<file path="src/rtl/sm4_key_cache_ctrl.sv">
// sm4_key_cache_ctrl
//   Four-entry fully associative cache for expanded SM4 key material,
//   looked up by key-ID tag. Hits are answered from local storage, and
//   misses are forwarded to the key-expansion unit and refilled into a victim way.
//   The controller drives the access ports of a downstream 4-way LRU recorder
//   and takes its victim choice from that recorder.
//
// Ports
//   clk_i, reset_i          clock, asynchronous active-high reset
//   req_v_i/req_tag_i       lookup request, accepted when req_ready_o is high
//   resp_*                  response channel (data, hit flag) to the consumer
//   miss_v_o/miss_tag_o     refill request to the expansion unit (miss_ready_i)
//   fill_v_i/fill_data_i    refill data pulse from the expansion unit
//   inval_i                 invalidate all entries
//   lru_hit_*/lru_fill_*    recorder access-1 (hits) / access-2 (refills)
//   replace_which_i         recorder victim choice
//   state_dbg_o             current FSM state, for observation only
//
// Handshakes: every channel transfers on the cycle where its valid and its
// ready are both high at the rising clock edge. A valid source holds its
// payload stable until that cycle. The one exception is fill_v_i. It is a
// single-cycle pulse without a ready, and it is honoured only in WAIT_FILL.

module sm4_key_cache_ctrl #(
  parameter int TAG_W  = 8,
  parameter int DATA_W = 128
) (
  input  logic              clk_i,
  input  logic              reset_i,
  input  logic              req_v_i,
  input  logic [TAG_W-1:0]  req_tag_i,
  output logic              req_ready_o,
  output logic              resp_v_o,
  output logic [DATA_W-1:0] resp_data_o,
  output logic              resp_hit_o,
  input  logic              resp_ready_i,
  output logic              miss_v_o,
  output logic [TAG_W-1:0]  miss_tag_o,
  input  logic              miss_ready_i,
  input  logic              fill_v_i,
  input  logic [DATA_W-1:0] fill_data_i,
  input  logic              inval_i,
  output logic              lru_hit_v_o,
  output logic [1:0]        lru_hit_way_o,
  output logic              lru_fill_v_o,
  output logic [1:0]        lru_fill_way_o,
  input  logic [1:0]        replace_which_i,
  output logic [1:0]        state_dbg_o
);

  typedef enum logic [1:0] {
    IDLE      = 2'd0,
    MISS_REQ  = 2'd1,
    WAIT_FILL = 2'd2,
    RESP      = 2'd3
  } state_t;

  state_t state_q, state_d;

  logic [3:0]        valid_q;
  logic [TAG_W-1:0]  tag_q  [4];
  logic [DATA_W-1:0] data_q [4];
  logic [TAG_W-1:0]  miss_tag_q;
  logic [DATA_W-1:0] resp_data_q;
  logic              resp_hit_q;

  logic [3:0] match;
  logic       hit;
  logic [1:0] hit_way;
  logic       has_invalid;
  logic [1:0] victim;
  logic       accept;
  logic       fill_fire;

  // Tag compare over valid entries. At most one entry can match, because an
  // entry is written only after a confirmed miss on that same tag.
  always_comb begin
    match   = '0;
    hit_way = 2'd0;
    for (int e = 0; e < 4; e++) begin
      match[e] = valid_q[e] && (tag_q[e] == req_tag_i);
    end
    for (int e = 3; e >= 0; e--) begin
      if (match[e]) hit_way = e[1:0];
    end
  end
  assign hit = |match;

  // The lowest invalid entry is preferred. The recorder's choice is used only
  // when the cache is full. Victim uses the pre-invalidate valid bits. A
  // same-cycle inval_i still leaves only the filled way valid.
  always_comb begin
    has_invalid = 1'b0;
    victim      = replace_which_i;
    for (int e = 3; e >= 0; e--) begin
      if (!valid_q[e]) begin
        has_invalid = 1'b1;
        victim      = e[1:0];
      end
    end
    if (!has_invalid) victim = replace_which_i;
  end

  assign accept    = (state_q == IDLE) && req_v_i;
  assign fill_fire = (state_q == WAIT_FILL) && fill_v_i;

  always_comb begin
    state_d = state_q;
    case (state_q)
      IDLE:      if (req_v_i) state_d = hit ? RESP : MISS_REQ;
      MISS_REQ:  if (miss_ready_i) state_d = WAIT_FILL;
      WAIT_FILL: if (fill_v_i) state_d = RESP;
      RESP:      if (resp_ready_i) state_d = IDLE;
      default:   state_d = IDLE;
    endcase
  end

  always_ff @(posedge clk_i or posedge reset_i) begin
    if (reset_i) state_q <= IDLE;
    else         state_q <= state_d;
  end

  always_ff @(posedge clk_i or posedge reset_i) begin
    if (reset_i) begin
      valid_q     <= '0;
      miss_tag_q  <= '0;
      resp_data_q <= '0;
      resp_hit_q  <= 1'b0;
      for (int e = 0; e < 4; e++) begin
        tag_q[e]  <= '0;
        data_q[e] <= '0;
      end
    end else begin
      if (accept) begin
        if (hit) begin
          resp_data_q <= data_q[hit_way];
          resp_hit_q  <= 1'b1;
        end else begin
          miss_tag_q <= req_tag_i;
        end
      end
      if (fill_fire) begin
        tag_q[victim]  <= miss_tag_q;
        data_q[victim] <= fill_data_i;
        resp_data_q    <= fill_data_i;
        resp_hit_q     <= 1'b0;
      end
      // Clear first, then set the filled way. The later assignment wins for that bit.
      if (inval_i)   valid_q         <= '0;
      if (fill_fire) valid_q[victim] <= 1'b1;
    end
  end

  assign req_ready_o    = (state_q == IDLE);
  assign miss_v_o       = (state_q == MISS_REQ);
  assign resp_v_o       = (state_q == RESP);
  assign miss_tag_o     = miss_tag_q;
  assign resp_data_o    = resp_data_q;
  assign resp_hit_o     = resp_hit_q;

  // Recorder pulses are combinational so the recorder updates on the same edge.
  // The two pulses come from different states and cannot coincide.
  assign lru_hit_v_o    = accept && hit;
  assign lru_hit_way_o  = (accept && hit) ? hit_way : 2'd0;
  assign lru_fill_v_o   = fill_fire;
  assign lru_fill_way_o = fill_fire ? victim : 2'd0;

  assign state_dbg_o    = state_q;

endmodule

</file>
<file path="config.mk">
export PLATFORM = sky130hd
export DESIGN_NAME = sm4_key_cache_ctrl
export DESIGN_NICKNAME = d
export VERILOG_FILES = /design/src/rtl/sm4_key_cache_ctrl.sv
export SDC_FILE = /design/constraint.sdc
export NUM_CORES = 1
export LEC_CHECK = 0
export BUFFER_PORTS_ARGS = -buffer_cell sky130_fd_sc_hd__buf_2
export CAP_MARGIN = 20
export CORE_UTILIZATION = 54
export DETAILED_ROUTE_END_ITERATION = 6
export GPL_ROUTABILITY_DRIVEN = 0
export PLACE_DENSITY = 0.74
export SYNTH_ARGS = -nofsm -noshare
export SYNTH_HDL_FRONTEND = slang
export SYNTH_SLANG_ARGS = --single-unit
</file>
<file path="constraint.sdc">
create_clock -name clk_i -period 40.7 [get_ports clk_i]
set_input_delay 4.07 -clock clk_i [delete_from_list [all_inputs] [get_ports clk_i]]
set_output_delay 4.07 -clock clk_i [all_outputs]
set_load 0.01 [all_outputs]
</file>
== Word level (Yosys, flattened, before mapping) ==
Index checks and enable logic that the tools add are counted.
Word-level totals
  output and inout bits: 148
  bits of input ports: 145
  bits in registers: 687
  logic and storage cells: 89
Operators by class
  reductions and logical operators: 16
  muxes and demuxes: 40
  order comparisons: 5
  bitwise logic cells: 4
  equality and inequality tests: 11
Operators with widths (count)
  two-way mux 128 bit: 6
  bitwise mux 512 bit: 1
  binary-select mux 128 bit (select 2 bit): 1
  demux 128 bit (select 2 bit): 1
  bitwise mux 32 bit: 1
  equality test 8 bit: 4
  two-way mux 2 bit: 16
  demux 8 bit (select 2 bit): 1
  logical AND 1 bit: 9
  two-way mux 1 bit: 8
  two-way mux 4 bit: 2
  two-way mux 8 bit: 1
  case mux 2 bit (4 select lines): 1
  >= comparator 3 bit (second input constant): 2
  inverter 2 -> 3 bit: 2
  equality test 2 bit (second input constant): 2
  != test 2 x 1 -> 1 bit (second input constant): 2
  != test 2 bit (second input constant): 2
  OR 4 bit: 1
  AND reduction 2 bit: 2
  AND reduction 4 bit: 1
  nonzero test 2 bit: 2
  OR reduction 4 bit: 1
  < comparator 2 x 3 -> 1 bit (second input constant): 1
  6 further kinds: 6

== Logic depth before layout (Yosys ltp) ==
  depth in word-level cells: 13
  mapped depth: 10

== Worst setup path before layout ==
OpenSTA, ideal clock, no wires.
  path kind: input to output
  from: input req_tag_i[7]
  to: output lru_hit_way_o[1]
  setup slack: 30948 ps
  arrival time: 5682 ps
  stages: 9
  data required time: 36630 ps
  path through: buf_4 xnor2_1 nand3_1 or3_1 a211oi_2 buf_4 buf_8 buf_6 and2_1
Between the ends
  cells in the longest elaborated chain, start to end: 7
  elaborated cells on any way between the ends: 15
  those cells by class: eq/ne: 4; mux: 5; reduce/logical: 6
RTL lines
  start, declared: RTL line 31  | input logic [TAG_W-1:0] req_tag_i,
  equality test 8 bit: RTL line 81  | match[e] = valid_q[e] && (tag_q[e] == req_tag_i);
  logical AND 1 bit: RTL line 81
  two-way mux 2 bit (4 in series): RTL line 84  | if (match[e]) hit_way = e[1:0];
  two-way mux 2 bit *: RTL line 164  | assign lru_hit_way_o = (accept && hit) ? hit_way : 2'd0;
  end, declared: RTL line 44  | output logic [1:0] lru_hit_way_o,
Every way passes the cells marked *; elsewhere a longest branch is shown, timed or not.

== Final worst setup path ==
Ends and elaborated chain as after synthesis.

==> results.md <==
Layout:
- The filler cells instantiated in the layout total 4215.
- The utilization after layout is 62.27%.
- The fraction of final layout cells sized beyond drive strength 1 is 41.10%.
- The area growth from synthesis to layout is 12.86%.
- Leaving out filler cells and counting taps, the final layout contains 3187.
- The multi-input gate area in the final layout is ~12000 um2.
- The sequential cells in the finished layout cover a total of roughly 17000 um2.
- The number of nets in the finished design is 2525.

CTS:
- The clock tree from TritonCTS is done.
- The number of resized instances in the post-cts repair step is 0.
- The register clock-pin slew on the reported worst setup and hold paths is around 0.060 ns.
- The master cell of the clock root buffer is sky130_fd_sc_hd__clkbuf_16.
- The sink count of the clock tree is around 690.
- The number of buffers added to fix hold violations after cts is 0.
- The maximum clock insertion buffer count is 3.
- The number of setup buffers added after CTS is 0.
- The number of H-tree branching levels is 3.
- The clock latency on the worst-skew pair is roughly 0.6 ns.
- In this run, CTS created clock tree buffers numbering roughly 70.

Synth:
- The Yosys warning count is 0.
- Counting flops and latches in the post-synthesis netlist gives about 690.
- The post-synth design cell area is between 30000 and 40000 um2.
- The per-instance average area after synthesis is 14.17 um2.
- After technology mapping, the gate count stands at ~2200.
- Counting every net in the synthesized netlist gives between 2000 and 2500.
- The number of distinct standard cells referenced by the synthesized netlist is between 40 and 50.
- The portion of the post-synthesis area used by sequential elements is ~56%.

Detailed routing:
- Dividing the detail-routed wire length by the instance count gives approximately 23 um.
- The total DRC errors in the routed layout is 0.
- The final layout contains routed wiring with a total length of 74310 um.
- The final route contains 19634 vias.
- The first-iteration detailed-routing DRC count is 1254.
- The number of nets with antenna violations after detailed routing is 0.
- Using the TritonRoute via totals, the vias-per-cell ratio works out to 6.161.
- The iteration count of the initial detailed-routing pass is 4.

Floorplan:
- The starting density of the core is between 50% and 60%.
- In this run the horizontal extent of the chip is around 240 um.
- The floorplan die height is 240.2 um.
- The I/O pin total is approximately 300.
- The area enclosed by the die boundary is just under 60000 um2.
- After floorplanning, the core was divided into 86 placement rows.
- The area of the core is 55520 um2.

Pwr:
- The power density over cell area is roughly 64 nW/um2.
- For this design the static power due to leakage is 0.01630 uW.
- Combinational logic is responsible for around a quarter of the overall power.
- The net switching share of the total power is around 29%.
- The power dissipated by switching net loads is roughly 640 uW.
- The internal power is 1563 uW.
- The clock network fraction of total power is between 30% and 40%.
- The sequential fraction of design power is between 40% and 50%.
- The worst IR drop on VDD is between 0.00005 and 0.00006 V.

Timing:
- The number of hold violations in the final report is 0.
- For the pin with the worst max-slew slack, the measured transition is approximately 1.1 ns.
- The share of the clock period used by the worst path after layout is between 20% and 30%.
- Setup repair after global routing left no endpoint under its margin.
- The worst clock skew is between 0.015 and 0.02 ns.
- In the final timing run, aggregate negative setup slack is 0 ns.
- Setup violations remaining at the end of the flow were counted as 0.
- For this run, the top clock speed supported by timing is 95.05 MHz.
- The max-slew violation total from the final report came to 0.
- The worst path needs 10.52 ns of the cycle, external delays included.
- The headroom to the max-slew limit is ~25%.
- The post-layout worst setup margin is 30.18 ns.

Critical path:
- Traced cell by cell, the critical path runs through buf_2 > xnor2_1 > nand3_1 > or3_4 > a211oi_4 > buf_4 > and2_1 > buf_2.
- The peak fanout along the critical path is about 60.
- The cell repeated most along the worst path is sky130_fd_sc_hd__buf_2.
- Data on the critical path is required at its endpoint by around 37 ns.
- The library cell contributing the largest single delay on the critical path is sky130_fd_sc_hd__buf_4.
- The maximum cell stage delay along the critical path is 0.83 ns.
- The type of the setup path with the least slack is input port to output port.
- For the worst setup path, the data arrival time is between 6 and 7 ns.
- The startpoint kind of the worst setup timing path is an input port.
- STA classifies the critical path endpoint as an output port.

Placed design:
- Buffers placed on the I/O ports in this run total 292.
- Timing analysis after detailed placement gives a worst setup slack of 30.18 ns.
- After detailed placement, the design holds a cell count of between 3000 and 4000.
- The HPWL after detailed placement is roughly 42000 um.

GRT:
- The wire length of the first global-routing pass is ~120000 um.
- Global routing consumed, over all layers together, about a quarter of the routing resources.
- The number of antenna violations at the first check in global routing is 18.
- Entering global routing, the biggest net connects about 200 pins.
- The number of global-route vias before repair was between 20000 and 25000.
- The total overflow left after global routing is 0.

Outcome:
- The flow ran to the end, and the final reports show no timing, DRC or antenna violations.

Run:
- The max-capacitance violation count is 0.

Worst hold path:
- The tightest min-delay check is of the flop to flop type.
metrics by stage:
step	hold slack [ns]	total power (uW)	instance area (um2)
final	0.4843	2199	34580
after global routing	0.5006	2315	34560
after CTS	0.4886	2214	34520
after detailed placement	0.4752	1536	32110
after global placement	0.4720	1505	32110
after floorplan	0.4787	1344	30640
Yosys cell counts:
library cell               instances  area [um2]
sky130_fd_sc_hd__clkbuf_4          2       15.01
sky130_fd_sc_hd__xor2_1            1       8.760
sky130_fd_sc_hd__a21o_1            1       7.510
sky130_fd_sc_hd__a31oi_1         128       800.8
sky130_fd_sc_hd__o311ai_0          1       8.760
sky130_fd_sc_hd__buf_1             4       15.01
sky130_fd_sc_hd__inv_1            14       52.55
sky130_fd_sc_hd__o41ai_1           1       8.760
sky130_fd_sc_hd__dfrtp_1         687       17190
sky130_fd_sc_hd__a221oi_1          1       8.760
sky130_fd_sc_hd__nor2_1            3       11.26
sky130_fd_sc_hd__o22ai_1           1       6.260
sky130_fd_sc_hd__inv_2             1       3.750
sky130_fd_sc_hd__mux2i_1         257        2572
sky130_fd_sc_hd__nor4_4            1       21.27
sky130_fd_sc_hd__a211oi_2          1       12.51
sky130_fd_sc_hd__or3_1             1       6.260
sky130_fd_sc_hd__nor3_2            1       10.01
sky130_fd_sc_hd__buf_8             2       30.03
sky130_fd_sc_hd__nor3_1            3       15.01
sky130_fd_sc_hd__buf_4             2       15.01
sky130_fd_sc_hd__o211ai_1          1       7.510
sky130_fd_sc_hd__mux2_2          553        6227
sky130_fd_sc_hd__nand2_1           9       33.78
sky130_fd_sc_hd__buf_2            58       290.3
sky130_fd_sc_hd__o21a_1            1       7.510
sky130_fd_sc_hd__ha_1              4       50.05
sky130_fd_sc_hd__and2_1            3       18.77
sky130_fd_sc_hd__o21ai_0           6       30.03
sky130_fd_sc_hd__clkbuf_1         79       296.5
sky130_fd_sc_hd__xnor2_1          31       271.5
sky130_fd_sc_hd__a21oi_2           1       8.760
sky130_fd_sc_hd__or3_4             1       11.26
sky130_fd_sc_hd__nand3_1           6       30.03
sky130_fd_sc_hd__o221ai_1        128        1121
sky130_fd_sc_hd__nand4_1           4       25.02
sky130_fd_sc_hd__or4_4             1       11.26
sky130_fd_sc_hd__buf_12           21       420.4
sky130_fd_sc_hd__and3_1          128       800.8
sky130_fd_sc_hd__nor4_1            1       6.260
sky130_fd_sc_hd__buf_6            13       146.4
power by group through the flow:
stage	clock (uW)	sequential [uW]	combinational (uW)
after floorplan	0	1010	339
after global placement	0	997	507
after detailed placement	0	1010	525
after CTS	684	1000	529
after global routing	712	1020	578
final	671	1000	526
metal layers:
layer	track usage, %	vias to the layer above	share of wire, %
li1	-	8552	-
met5	0	-	0.16
met2	42.85	565	49
met4	9.400	16	2.5
met1	34.23	10365	42
met3	5.511	136	6.3
flip-flops by register name, indices dropped and copies added (netlist names):
register	cells
resp_hit_o	1
miss_tag_o	8
resp_data_o	128
data_q	512
tag_q	32
valid_q	4
state_dbg_o	2
placed cells by master (no fill, tap or decap), types with 2 or more instances in the layout:
cell type | netlist | final
sky130_fd_sc_hd__and2_1 | 3 | 2
sky130_fd_sc_hd__ha_1 | 4 | 3
sky130_fd_sc_hd__dfrtp_1 | 687 | 687
sky130_fd_sc_hd__nor2_1 | 3 | 3
sky130_fd_sc_hd__mux2i_1 | 257 | 257
sky130_fd_sc_hd__o221ai_1 | 128 | 128
sky130_fd_sc_hd__mux2_2 | 553 | 553
sky130_fd_sc_hd__o21ai_0 | 6 | 6
sky130_fd_sc_hd__bufinv_16 | 0 | 9
sky130_fd_sc_hd__nand2_1 | 9 | 7
sky130_fd_sc_hd__diode_2 | 0 | 11
sky130_fd_sc_hd__nand2_4 | 0 | 2
sky130_fd_sc_hd__clkbuf_8 | 0 | 13
sky130_fd_sc_hd__nand3_4 | 0 | 2
sky130_fd_sc_hd__inv_1 | 14 | 13
sky130_fd_sc_hd__clkbuf_16 | 0 | 73
sky130_fd_sc_hd__clkbuf_1 | 79 | 17
sky130_fd_sc_hd__buf_4 | 2 | 28
sky130_fd_sc_hd__and3_1 | 128 | 128
sky130_fd_sc_hd__nand4_1 | 4 | 4
sky130_fd_sc_hd__nand3_1 | 6 | 4
sky130_fd_sc_hd__buf_2 | 58 | 291
sky130_fd_sc_hd__clkinv_2 | 0 | 12
sky130_fd_sc_hd__xnor2_1 | 31 | 31
sky130_fd_sc_hd__clkinvlp_4 | 0 | 2
sky130_fd_sc_hd__nor3_1 | 3 | 3
sky130_fd_sc_hd__a31oi_1 | 128 | 128
cells by family (layout without fill, tap and decap cells):
logic type	count (synthesis)	in the layout	share of synthesized area, %
multiplexers	810	810	28.72
flip-flops	687	687	56.12
AO/OA/AOI/OAI	271	271	6.620
buffers and inverters	196	462	4.194
AND/OR/NAND/NOR	162	162	3.267
XOR/XNOR	32	32	0.9148
adder cells (fa/ha/maj)	4	4	0.1634
other	0	11	0
area by class of cell:
type	instances	share of cell area (%)
Clock buffer	103	5.985
Sequential cell	687	49.72
Antenna cell	11	0.07961
Inverter	15	0.1845
Clock inverter	23	0.9987
Multi-Input combinational cell	1279	35.37
Tap cell	748	2.707
Timing Repair Buffer	321	4.957
worst max-delay path, delay by kind of cell:
family	cells	cell delay, ns
and+or+nand+nor	3	0.82
AOI/OAI and AO/OA	1	0.19
buffers and inverters	3	1.11
xor gates and xnor gates	1	0.23
final timing paths:
check | from | to | slack [ns] | cells after the start
max | req_tag_i[7] | lru_hit_way_o[1] | 30.18 | 8
min | resp_hit_o$_DFFE_PP0P_ | resp_hit_o$_DFFE_PP0P_ | 0.48 | 1
max reg2reg | state_dbg_o[0]$_DFFE_PP0P_ | data_q[451]$_DFFE_PP0P_ | 35.84 | 9
min reg2reg | resp_hit_o$_DFFE_PP0P_ | resp_hit_o$_DFFE_PP0P_ | 0.48 | 1
max in group asynchronous | reset_i | resp_data_o[57]$_DFFE_PP0P_ | 34.60 | 4
min in group asynchronous | reset_i | resp_data_o[113]$_DFFE_PP0P_ | 3.64 | 2
No activity file was read; power rests on OpenSTA's default activity.
